File: src/rtl/mux4_arb_pkg.sv
// Shared definitions for the 4-requester round-robin mux arbiter.
//
// Contents:
//   N_REQ        number of requesters (fixed at 4, one per mux leg)
//   arb_state_e  arbiter FSM states: ARB (free to choose) / LOCK (packet in flight)
//   rr_pick      rotate-priority search: returns {found, idx} where idx is the first
//                asserted valid bit starting at ptr and wrapping modulo 4
package mux4_arb_pkg;

  localparam int unsigned N_REQ = 4;

  typedef enum logic [0:0] {
    ARB  = 1'b0,
    LOCK = 1'b1
  } arb_state_e;

  function automatic logic [2:0] rr_pick(input logic [N_REQ-1:0] valid,
                                         input logic [1:0]       ptr);
    logic [2:0] res;
    logic [1:0] idx;
    res = 3'b000;
    // Walk from the farthest candidate back to ptr so the nearest hit is written last.
    for (int k = int'(N_REQ) - 1; k >= 0; k--) begin
      idx = ptr + 2'(k);
      if (valid[idx]) begin
        res = {1'b1, idx};
      end
    end
    return res;
  endfunction

endpackage

File: src/rtl/mux4_rr_pick.sv
// Purely combinational rotate-priority encoder used by mux4_rr_arbiter.
//
// Ports:
//   valid  in  4  request vector
//   ptr    in  2  index with highest priority this cycle
//   found  out 1  at least one request is asserted
//   idx    out 2  chosen requester (0 when nothing is found)
module mux4_rr_pick
  import mux4_arb_pkg::*;
(
  input  logic [N_REQ-1:0] valid,
  input  logic [1:0]       ptr,
  output logic             found,
  output logic [1:0]       idx
);

  logic [2:0] pick;

  always_comb begin
    pick  = rr_pick(valid, ptr);
    found = pick[2];
    idx   = pick[1:0];
  end

endmodule

File: src/rtl/mux4_rr_arbiter.sv
// Round-robin arbiter and sequencer for a shared 4:1 WIDTH-bit data mux.
//
// Four producer lanes offer valid/data/last beats. One lane is granted at a time and the
// grant is held for a whole packet (first beat through last=1). The granted beat is
// registered into a single-entry output buffer with a valid/ready handshake; a beat can
// be loaded in the same cycle the previous one drains, so one beat per cycle is sustained.
//
// Parameters:
//   WIDTH  data width of each lane and of the output
//   CNT_W  width of each per-requester packet counter (counter build only)
//
// Ports:
//   clock         in   rising-edge clock
//   reset         in   synchronous, active-low reset
//   in_valid      in   [4]     per-lane beat valid
//   in_last       in   [4]     per-lane end-of-packet flag
//   in_data0..3   in   [WIDTH] per-lane data
//   in_ready      out  [4]     one-hot or zero grant/accept
//   out_valid     out          output buffer holds a beat
//   out_ready     in           consumer accepts the buffered beat
//   out_data      out  [WIDTH] buffered beat data
//   out_last      out          buffered beat last flag
//   out_sel       out  [2]     source lane of the buffered beat
//   locked        out          arbiter is mid-packet (LOCK state)
//   grant_cnt     out  [4*CNT_W] packets completed per lane (MUX4_ARB_GRANT_CNT_EN only)
//   cnt_clr       in           clear all counters (MUX4_ARB_GRANT_CNT_EN only)
//
// Build option: define MUX4_ARB_GRANT_CNT_EN to add the saturating per-lane packet
// counters together with the grant_cnt and cnt_clr ports.
module mux4_rr_arbiter
  import mux4_arb_pkg::*;
#(
  parameter int unsigned WIDTH = 8,
  parameter int unsigned CNT_W = 8
) (
  input  logic                   clock,
  input  logic                   reset,
  input  logic [N_REQ-1:0]       in_valid,
  input  logic [N_REQ-1:0]       in_last,
  input  logic [WIDTH-1:0]       in_data0,
  input  logic [WIDTH-1:0]       in_data1,
  input  logic [WIDTH-1:0]       in_data2,
  input  logic [WIDTH-1:0]       in_data3,
  output logic [N_REQ-1:0]       in_ready,
  output logic                   out_valid,
  input  logic                   out_ready,
  output logic [WIDTH-1:0]       out_data,
  output logic                   out_last,
  output logic [1:0]             out_sel,
`ifdef MUX4_ARB_GRANT_CNT_EN
  output logic [N_REQ*CNT_W-1:0] grant_cnt,
  input  logic                   cnt_clr,
`endif
  output logic                   locked
);

  // ---------------------------------------------------------------------------
  // State
  // ---------------------------------------------------------------------------
  arb_state_e       state_q, state_d;
  logic [1:0]       ptr_q, ptr_d;
  logic [1:0]       owner_q, owner_d;
  logic             out_valid_q, out_valid_d;
  logic [WIDTH-1:0] out_data_q, out_data_d;
  logic             out_last_q, out_last_d;
  logic [1:0]       out_sel_q, out_sel_d;

  // ---------------------------------------------------------------------------
  // Arbitration
  // ---------------------------------------------------------------------------
  logic             pick_found;
  logic [1:0]       pick_idx;
  logic             can_load;
  logic             grant_ok;
  logic [1:0]       sel;
  logic [WIDTH-1:0] sel_data;
  logic             sel_last;
  logic             xfer;

  mux4_rr_pick u_pick (
    .valid (in_valid),
    .ptr   (ptr_q),
    .found (pick_found),
    .idx   (pick_idx)
  );

  // The buffer may take a beat when empty or when its current beat leaves this cycle.
  assign can_load = !out_valid_q || out_ready;

  always_comb begin
    sel      = pick_idx;
    grant_ok = pick_found;
    if (state_q == LOCK) begin
      // Mid-packet only the owner may proceed, whether or not it is currently valid.
      sel      = owner_q;
      grant_ok = 1'b1;
    end
  end

  always_comb begin
    in_ready = '0;
    if (reset && grant_ok) begin
      in_ready[sel] = can_load;
    end
  end

  assign xfer = in_valid[sel] && in_ready[sel];

  // Shared 4:1 data mux steered by the combinational select.
  always_comb begin
    sel_data = '0;
    unique case (sel)
      2'd0:    sel_data = in_data0;
      2'd1:    sel_data = in_data1;
      2'd2:    sel_data = in_data2;
      2'd3:    sel_data = in_data3;
      default: sel_data = '0;
    endcase
    sel_last = in_last[sel];
  end

  // ---------------------------------------------------------------------------
  // Next state
  // ---------------------------------------------------------------------------
  always_comb begin
    state_d     = state_q;
    ptr_d       = ptr_q;
    owner_d     = owner_q;
    out_valid_d = out_valid_q;
    out_data_d  = out_data_q;
    out_last_d  = out_last_q;
    out_sel_d   = out_sel_q;

    if (xfer) begin
      out_valid_d = 1'b1;
      out_data_d  = sel_data;
      out_last_d  = sel_last;
      out_sel_d   = sel;
      if (sel_last) begin
        // Packet complete: release the grant and rotate priority past this lane.
        state_d = ARB;
        ptr_d   = sel + 2'd1;
      end else begin
        state_d = LOCK;
        owner_d = sel;
      end
    end else if (out_ready) begin
      // Drain with nothing to replace it; payload registers keep their last value.
      out_valid_d = 1'b0;
    end
  end

  always_ff @(posedge clock) begin
    if (!reset) begin
      state_q     <= ARB;
      ptr_q       <= 2'd0;
      owner_q     <= 2'd0;
      out_valid_q <= 1'b0;
      out_data_q  <= '0;
      out_last_q  <= 1'b0;
      out_sel_q   <= 2'd0;
    end else begin
      state_q     <= state_d;
      ptr_q       <= ptr_d;
      owner_q     <= owner_d;
      out_valid_q <= out_valid_d;
      out_data_q  <= out_data_d;
      out_last_q  <= out_last_d;
      out_sel_q   <= out_sel_d;
    end
  end

  assign out_valid = out_valid_q;
  assign out_data  = out_data_q;
  assign out_last  = out_last_q;
  assign out_sel   = out_sel_q;
  assign locked    = (state_q == LOCK);

  // ---------------------------------------------------------------------------
  // Optional per-lane completed-packet counters
  // ---------------------------------------------------------------------------
`ifdef MUX4_ARB_GRANT_CNT_EN
  localparam logic [CNT_W-1:0] CntMax = {CNT_W{1'b1}};

  logic [CNT_W-1:0] cnt_q [N_REQ];
  logic [CNT_W-1:0] cnt_d [N_REQ];

  always_comb begin
    for (int i = 0; i < int'(N_REQ); i++) begin
      cnt_d[i] = cnt_q[i];
      if (cnt_clr) begin
        // Clear takes priority over a completion in the same cycle.
        cnt_d[i] = '0;
      end else if (xfer && sel_last && (sel == 2'(i)) && (cnt_q[i] != CntMax)) begin
        cnt_d[i] = cnt_q[i] + 1'b1;
      end
    end
  end

  always_ff @(posedge clock) begin
    if (!reset) begin
      for (int i = 0; i < int'(N_REQ); i++) begin
        cnt_q[i] <= '0;
      end
    end else begin
      for (int i = 0; i < int'(N_REQ); i++) begin
        cnt_q[i] <= cnt_d[i];
      end
    end
  end

  always_comb begin
    grant_cnt = '0;
    for (int i = 0; i < int'(N_REQ); i++) begin
      grant_cnt[i*CNT_W +: CNT_W] = cnt_q[i];
    end
  end
`endif

endmodule

File: config.mk
export PLATFORM = sky130hd
export DESIGN_NAME = mux4_rr_arbiter
export DESIGN_NICKNAME = d
export VERILOG_FILES = /design/src/rtl/mux4_arb_pkg.sv /design/src/rtl/mux4_rr_pick.sv /design/src/rtl/mux4_rr_arbiter.sv
export SDC_FILE = /design/constraint.sdc
export NUM_CORES = 1
export LEC_CHECK = 0
export CAP_MARGIN = 20
export CORE_ASPECT_RATIO = 1.25
export CORE_MARGIN = 2
export CORE_UTILIZATION = 30
export CTS_CLUSTER_SIZE = 8
export DETAILED_ROUTE_END_ITERATION = 8
export GPL_ROUTABILITY_DRIVEN = 0
export PLACE_DENSITY_LB_ADDON = 0.05
export SLEW_MARGIN = 10
export SYNTH_ARGS = -nofsm -noshare
export SYNTH_HDL_FRONTEND = slang
export SYNTH_SLANG_ARGS = --single-unit
File: constraint.sdc
create_clock -name clock -period 5.3 [get_ports clock]
set_input_delay 1.06 -clock clock [delete_from_list [all_inputs] [get_ports clock]]
set_output_delay 1.06 -clock clock [all_outputs]
set_load 0.01 [all_outputs]
==> results of run 1 <==
state kept, by name, summed over array words and instances, names as in the netlist:
name and cells:
out_sel 2, owner_q 2, out_last 1, out_valid 1, ptr_q 2, out_data 8
locked 1
worst max-delay path, cell delays in order:
cell	delay, ps
clkdlybuf4s50_1	530
or2_1	310
a311o_2	370
nand3_4	240
inv_1	230
nor2_1	150
clkdlybuf4s50_1	550
routing by layer:
metal | part of all wire [%] | up-vias | global-route usage (%)
met2 | 52 | 61 | 29.2
met3 | 7.1 | 8 | 3.36
li1 | - | 702 | -
met5 | 0 | - | 0
met1 | 40 | 635 | 16.8
met4 | 1.5 | 0 | 6.46
area by class of cell:
class                           count  area [sq um]
Multi-Input combinational cell    131           956
Sequential cell                    17           340
Clock inverter                      1          5.00
Timing Repair Buffer               60           598
Inverter                            6          22.5
Clock buffer                        3          41.3
Tap cell                           58          72.6
Fill cell                         482          2420
kinds of logic after synthesis:
kind of cell,share of synthesized area [%]
AOI/OAI and AO/OA,28.7
xor gates and xnor gates,0.625
buffers and inverters,7.50
DFF,24.3
muxes,16.5
and+or+nand+nor,22.4
where the power goes:
part	total (mW)	switching [mW]	internal, mW	leakage [nW]
clock	0.0998	0.0477	0.0522	0.0255
combinational	0.404	0.208	0.196	0.639
sequential	0.190	0.0266	0.163	0.140
total	0.693	0.282	0.411	0.804
Yosys cell counts (2+ instances only):
cell      instances  area share (%)
o21a_1            2             1.1
nand3_1           2            0.71
nand2_1          34             9.1
o221a_1           2             1.6
buf_6             5             4.0
nor2_1            9             2.4
and2b_1           2             1.1
dfxtp_1          17              24
o32ai_2           2             2.3
a21oi_2           8             5.0
mux2i_1          22              16
o21ai_1           2            0.71
a31o_1            8             5.0
a21oi_1           6             2.1
inv_1             6             1.6
o21ai_0           4             1.4
buf_2             2            0.71
nand2b_1          2            0.89
nor2b_1           3             1.3
how the worst max path moves through the flow:
stage	cells after the start	to	slack, ps	start
finish	7	in_ready[0]	790	in_valid[3]
global route	7	in_ready[0]	660	in_valid[3]
CTS	7	in_ready[0]	800	in_valid[3]
detailed placement	7	in_ready[0]	800	in_valid[3]
global placement	7	in_ready[1]	880	in_valid[2]
floorplan	6	in_ready[0]	2060	in_valid[3]
==> results.md, run 1 <==
- Status: completed
- # rows: 27
- Final worst setup slack: 793 ps
- Clock Latency Late Sink: 250 ps
- Fraction of layout cells with a size suffix above 1: 14.2%
- Fmax: ~220 MHz
- FF-to-FF setup slack: 3010 ps
- Final hold vios: 0
- RSZ-0062 raised after global routing: no
- Root Buffer: clkbuf_8
- Commonest register cell after synthesis: dfxtp_1
- Vias: ~1.4k
- Post-route setup TNS: 0 ps
- Syn Area/Cell: 8.60 sq um
- Clock buffer depth: 2
- Setup Viol. Count Final: 0
- Max VDD drop: 108 uV
- Placed cell areas: between 1500 and 2000 sq um
- Most common cell after layout, fill and taps aside: clkdlybuf4s50_1
- CTS Sinks: 17
- Input/output buffers: 59
- Die footprint: ~5200 sq um
- Leakage: 0.804 nW
- Yosys reg bits: 17
- CTS clock-pin slew for the worst setup and hold paths: 70 ps
- Core Region: 4460 sq um
- Pre-CTS WS: slightly above 800 ps
- CTS tree: done
- Number of CTS-inserted buffers: 3
- Crit path time final: 4510 ps
- Post-Syn Area: 1400 sq um
- Number of hold buffers added after CTS: 0
- Hold_sp: out_last$_SDFFE_PN0P_
- Vias in the first global route: 1407
- Fin crit share: 85.0%
- Post CTS Setup Buffer Count: 0
- First-pass GRT wire length: roughly 6400 um
- Ys async rst share: 0%
- Total gr overflow: 0
- Critical Path Fanout Max: 17
- Reg2reg start: ptr_q[1]$_SDFFE_PN0P_
- Placed cell count: 272
- Die Span Y: 80.4 um
- Routed len/inst: approximately 14 um
- Max-slew violation count: 0
- PD cells: approximately 340 nW/um^2
- Post-synth EDFFs: 0
- Synth Warn #: 0
- Slew @ Worst Pin: 552 ps
- CP Capture Type: primary output
- Pwr Total: 0.693 mW
- DR vias/cell: 5.09
- IO Pins: 60
- Htree depth: 1
- R2R Path End: out_data[0]$_SDFFE_PN0P_
- Antenna diodes: 0
- Register area share after synthesis: 24.3%
- Initial antenna violation count: 0
- R2r worst-path depth: 7
- Post-route design area: 2040 sq um
- Hold path depth: 2
- Critical Path AT: 3450 ps
- Starting Density: about a third
- Synth Net Count: 206
- Worst Hold Class: register to register
- DRT Pass-1 Iters: 4
- Max Cap Viol: 0
- PostCTS Resize Cnt: 0
- Area delta synth->final: 45.3%
- Hold Slack: 482 ps
- Hold endpoint: out_last$_SDFFE_PN0P_
- Cell count after synthesis: 163
- Fin util: a little under half
- Gr usage total: 15.6%
- Antenna viol nets, final: 0
- Post-Route WL: 3970 um
- Layout Nets: 262
- Non-Filler Instances: 276
- Worst slew margin: 63.1%
- Worst Skew: between 1 and 1.5 ps
- Detailed Route Iter0 Violations: 59
- Die X: between 60 and 70 um
- Post-DP HPWL: 3140 um
- Worst setup SP type: input pin
- Critical path class: input pin to primary output
- Residual DRC: 0
- Commonest non-fill, non-tap cells in the layout: clkdlybuf4s50_1 (59), nand2_1 (34), mux2i_1 (22)
- Largest net degree at the start of global routing: 20
- Worst Path Required: approximately 4200 ps
- Netlist cell types: 44
Note: power is estimated with default switching activity, not from simulation.
==> run 2, diff against run 1 <==
Settings changed: DONT_BUFFER_PORTS set to 1, SLEW_MARGIN 10 to not set.
==> run 2 against run 1 <==
First-iteration DRC count decreased by 10%. Worst setup slack better by 1100 ps. Flip-flop and latch count stayed put. Sequential power rose by 9%. Clock power down 1%. Final cell count decreased by 21%. Register-to-register slack about the same. Critical path type unchanged. Critical endpoint unchanged.
==> results.md, run 2 (synthesis gave the netlist of run 1 again) <==
- Worst Hold Class: register to register
- Final hold vios: 0 (unchanged)
- Critical Path AT: 2400 ps (-1050 ps)
- Post CTS Setup Buffer Count: 0 (unchanged)
- Most common cell after layout, fill and taps aside: nand2_1
- Vias in the first global route: 1138 (-19%)
- CP Capture Type: primary output
- Die Span Y: 80.4 um (unchanged)
- Critical path class: input pin to primary output
- Slew @ Worst Pin: 450 ps (-102 ps)
- Number of hold buffers added after CTS: 0 (unchanged)
- Critical Path Fanout Max: 17 (unchanged)
- IO Pins: 60 (unchanged)
- Pre-CTS WS: 1810 ps (+1010 ps)
- Hold path depth: 1 (-1)
- FF+latch area: 340 sq um (unchanged)
- Layout Nets: 203 (-23%)
- R2r worst-path depth: 7 (unchanged)
- Starting Density: 31.4% (unchanged)
- PostCTS Resize Cnt: 0 (unchanged)
- Core Region: 4460 sq um (unchanged)
- Worst Skew: 1.32 ps (+0.150 ps)
- Commonest non-fill, non-tap cells in the layout: nand2_1 (34), mux2i_1 (22), dfxtp_1 (17)
- Input/output buffers: 0 (-100%)
- Non-Filler Instances: 217 (-21%)
- Largest net degree at the start of global routing: 20 (unchanged)
- CTS Sinks: 17 (unchanged)
- # fillers: 512 (+6.2%)
- Gr usage total: 14.4% (-1.3 points)
- Antenna viol nets, final: 0 (unchanged)
- PD cells: 410 nW/um^2 (+20%)
- Worst setup SP type: input pin
- Max VDD drop: 199 uV (+83%)
- Area delta synth->final: 3.13%
- Status: completed
- Leakage: 0.579 nW (-28%)
- Fmax: 289 MHz (+30%)
- Post-Route WL: 3620 um (-8.8%)
- Htree depth: 1 (unchanged)
- Fin crit share: 65.2% (-20 points)
- Fraction of layout cells with a size suffix above 1: 19.5% (+5.3 points)
- Area taken by multi-input logic gates: 956 sq um (unchanged)
- Post-DP HPWL: 2860 um (-8.7%)
- Number of CTS-inserted buffers: 3 (unchanged)
- DR vias/cell: 5.31 (+4.2%)
- Clock Latency Late Sink: 250 ps (about the same)
- Final worst setup slack: 1840 ps (+1050 ps)
- CTS tree: done
- # rows: 27 (unchanged)
- Total gr overflow: 0 (unchanged)
- Worst Path Required: 4240 ps (about the same)
- Residual DRC: 0 (unchanged)
- Initial antenna violation count: 0 (unchanged)
- First-pass GRT wire length: 5800 um (-9.9%)
- Max-slew violation count: 0 (unchanged)
- Clock buffer depth: 2 (unchanged)
- Crit path time final: 3460 ps (-1050 ps)
- Max reg flops: 8 (unchanged)
- Setup Viol. Count Final: 0 (unchanged)
- Worst slew margin: 70.0% (+6.9 points)
- Max Cap Viol: 0 (unchanged)
- Die X: 65.1 um (unchanged)
- Post-route setup TNS: 0 ps (unchanged)
- DRT Pass-1 Iters: 4 (unchanged)
- Antenna diodes: 0 (unchanged)
- Vias: 1152 (-18%)
- RSZ-0062 raised after global routing: no
- Routed len/inst: 16.7 um (+16%)
- Pwr Total: 0.593 mW (-15%)
- Root Buffer: clkbuf_8
- Die footprint: 5240 sq um (unchanged)
- Hold Slack: 500 ps (+18.3 ps)
- Detailed Route Iter0 Violations: 53 (-10%)
- Placed cell count: 213 (-22%)
- CTS clock-pin slew for the worst setup and hold paths: 70 ps (about the same)
-- run 2: cell count changes in the layout (fill, tap and decap cells not counted), sizes merged --
cell           change
clkdlybuf4s50     -59
-- run 2: worst max-delay path: stages --
cell,delay [ps]
or2_1,230
a311o_2,370
nand3_4,230
inv_1,240
nor2_1,260
-- run 2: worst paths after layout --
| path | start | to | slack [ps] |
|---|---|---|---|
| hold / removal | owner_q[0]$_SDFFE_PN0P_ | owner_q[0]$_SDFFE_PN0P_ | 500 |
| hold reg to reg | owner_q[0]$_SDFFE_PN0P_ | owner_q[0]$_SDFFE_PN0P_ | 500 |
| setup reg to reg | ptr_q[1]$_SDFFE_PN0P_ | out_data[1]$_SDFFE_PN0P_ | 3000 |
| setup / recovery | in_valid[3] | in_ready[0] | 1840 |
-- run 2: report_power, final --
group | internal (mW) | switching [mW] | total, mW
sequential | 0.163 | 0.0445 | 0.208
clock | 0.0522 | 0.0464 | 0.0985
combinational | 0.115 | 0.171 | 0.287
-- run 2: routing by layer --
| layer | share of wire, % | vias up | track usage [%] |
|---|---|---|---|
| met3 | 8.0 | 5 | 3.36 |
| met5 | 0 | - | 0 |
| met2 | 49 | 45 | 26.3 |
| li1 | - | 578 | - |
| met1 | 42 | 524 | 16.6 |
| met4 | 0.99 | 0 | 3.75 |
-- run 2: layout make-up --
cell class	count	share of cell area [%]
clock buffers	3	2.86
inverters	6	1.56
flip-flops and latches	17	23.5
multi-input cells	131	66.1
repair buffers	1	0.519
clock inverters	1	0.346
well taps	58	5.02
-- run 2: stage by stage --
step	utilization, %	instance area (sq um)
2_1_floorplan	-	1400
3_3_place_gp	31.4	1400
3_5_place_dp	31.4	1400
4_1_cts	32.4	1450
5_1_grt	32.4	1450
6_report	32.4	1450
==> run 3, diff against run 2 <==
Clock period 5.3 ns to 3.1 ns, I/O delays scaled along.
==> run 3 against run 2 <==
Wire length increased by 3.7%. Count of clock-buffer cells in the layout unchanged. Die area is the same. Clock power increased by 78%. Largest cell class unchanged. Highest routed layer unchanged.
==> results.md, run 3 (synthesis gave the netlist of run 1 again) <==
- Worst Skew: 0.974 ps (-0.351 ps)
- Htree depth: 1 (unchanged)
- Starting Density: 31.4% (unchanged)
- Fin util: 32.6% (+0.17 points)
- Slew @ Worst Pin: 427 ps (-23.2 ps)
- Vias: 1202 (+4.3%)
- Commonest non-fill, non-tap cells in the layout: nand2_1 (34), mux2i_1 (22), dfxtp_1 (17)
- Routed len/inst: 17.2 um (+3.3%)
- Part of the power in registers: 34.6% (-0.4 points)
- Clock Latency Late Sink: 260 ps (about the same)
- CP Capture Type: primary output
- Switching portion of total power: 44.6% (+0.32 points)
- Critical path startpoint: locked$_SDFFE_PN0P_
- Layout Nets: 204 (+0.49%)
- Fraction of layout cells with a size suffix above 1: 20.0% (+0.50 points)
- Number of CTS-inserted buffers: 3 (unchanged)
- Worst Path Required: 2480 ps (-1760 ps)
- Internal: 0.569 mW (+72%)
- Die Span Y: 80.4 um (unchanged)
- Antenna viol nets, final: 0 (unchanged)
- Post-DP HPWL: 2920 um (+1.9%)
- Critical path class: register to primary output
- Post-Route WL: 3750 um (+3.7%)
- Status: completed
- Worst setup path end: in_ready[1]
- Die X: 65.1 um (unchanged)
- Comb power frac: 48.3% (about the same)
- Worst Hold Class: register to register
- Fmax: roughly 360 MHz
- Initial antenna violation count: 0 (unchanged)
- Most common cell after layout, fill and taps aside: nand2_1
- Worst setup SP type: register
- Residual DRC: 0 (unchanged)
- RSZ-0062 raised after global routing: no
- Final hold vios: 0 (unchanged)
- Input/output buffers: 0 (unchanged)
- Fin crit share: 88.7%
- # rows: 27 (unchanged)
- Max-slew violation count: 0 (unchanged)
- R2R Path End: out_data[1]$_SDFFE_PN0P_
- Detailed Route Iter0 Violations: 27 (-49%)
- R2r worst-path depth: 7 (unchanged)
- DRT Pass-1 Iters: 4 (unchanged)
- PD cells: 707 nW/um^2 (+72%)
- Critical Path Fanout Max: 17 (unchanged)
- Crit path time final: between 2000 and 3000 ps
- Total gr overflow: 0 (unchanged)
- Max VDD drop: 255 uV (+28%)
- Clk pwr share: 17.1% (+0.5 points)
- CTS Sinks: 17 (unchanged)
- Final worst setup slack: 350 ps (-1490 ps)
- Post-route setup TNS: 0 ps (unchanged)
- PostCTS Resize Cnt: 0 (unchanged)
- Max reg flops: 8 (unchanged)
- Clock buffer depth: 2 (unchanged)
- Area delta synth->final: 3.66%
- Vias in the first global route: 1188 (+4.4%)
- IO Pins: 60 (unchanged)
- Sw Pwr: 0.458 mW (+74%)
- Core Region: 4460 sq um (unchanged)
- Max Cap Viol: 0 (unchanged)
- Critical Path AT: 2130 ps (-270 ps)
- Post CTS Setup Buffer Count: 0 (unchanged)
- DR vias/cell: 5.51 (+3.9%)
- Pwr Total: 1.03 mW (+73%)
- CTS tree: done
- Leakage: 0.585 nW (+0.87%)
- CTS clock-pin slew for the worst setup and hold paths: 70 ps (about the same)
- Number of hold buffers added after CTS: 0 (unchanged)
- Root Buffer: clkbuf_8
- Antenna diodes: 0 (unchanged)
- Gr usage total: 14.5% (+0.14 points)
- Setup Viol. Count Final: 0 (unchanged)
- Largest net degree at the start of global routing: 18 (-10%)
- Pre-CTS WS: 496 ps (-1320 ps)
- First-pass GRT wire length: 5800 um (unchanged)
- Die footprint: 5240 sq um (unchanged)
- Worst slew margin: 71.6% (+1.5 points)
- FF-to-FF setup slack: 820 ps (-2180 ps)
- Reg2reg start: ptr_q[1]$_SDFFE_PN0P_
-- run 3: cell types whose count changed in the layout (fill, tap and decap cells not counted), sizes merged --
cell  change
buf       +1
-- run 3: metal layers --
layer | wire (um) | GRT usage [%]
met4 | 44 | 4.38
met1 | 1500 | 15.7
met3 | 285 | 3.36
met2 | 1930 | 27.6
met5 | 0 | 0
-- run 3: through the flow --
stage | hold slack [ps] | instances | cell area, sq um
final | 498 | 218 | 1450
after global routing | 492 | 218 | 1450
after CTS | 493 | 218 | 1450
after detailed placement | 483 | 214 | 1410
after global placement | 490 | 214 | 1410
after floorplan | 464 | 163 | 1400
-- run 3: critical path, stage by stage (launching register included) --
cell and delay (ps):
dfxtp_1 430, or2_1 310, a311o_2 370, nand3_4 240, inv_1 250, nor2_1 260
-- run 3: worst min path at each step --
| stage | startpoint | to | cells after the start |
|---|---|---|---|
| floorplan | owner_q[0]$_SDFFE_PN0P_ | owner_q[0]$_SDFFE_PN0P_ | 1 |
| global placement | owner_q[0]$_SDFFE_PN0P_ | owner_q[0]$_SDFFE_PN0P_ | 1 |
| detailed placement | owner_q[0]$_SDFFE_PN0P_ | owner_q[0]$_SDFFE_PN0P_ | 1 |
| CTS | reset | owner_q[1]$_SDFFE_PN0P_ | 1 |
| global route | reset | owner_q[1]$_SDFFE_PN0P_ | 1 |
| finish | owner_q[0]$_SDFFE_PN0P_ | owner_q[0]$_SDFFE_PN0P_ | 1 |
-- run 3: area by class of cell --
cell class	count	area, sq um
flip-flops and latches	17	340
well taps	58	72.6
clock inverters	1	5.00
clock buffers	3	41.3
fillers	504	3010
repair buffers	2	15.0
inverters	6	22.5
multi-input cells	131	956
-- run 3: power groups by stage --
stage | Clock (mW) | Sequential (mW) | Combinational, mW
after floorplan | 0 | 0.338 | 0.460
after global placement | 0 | 0.361 | 0.500
after detailed placement | 0 | 0.363 | 0.504
after CTS | 0.184 | 0.357 | 0.505
after global routing | 0.190 | 0.365 | 0.545
final | 0.175 | 0.355 | 0.496
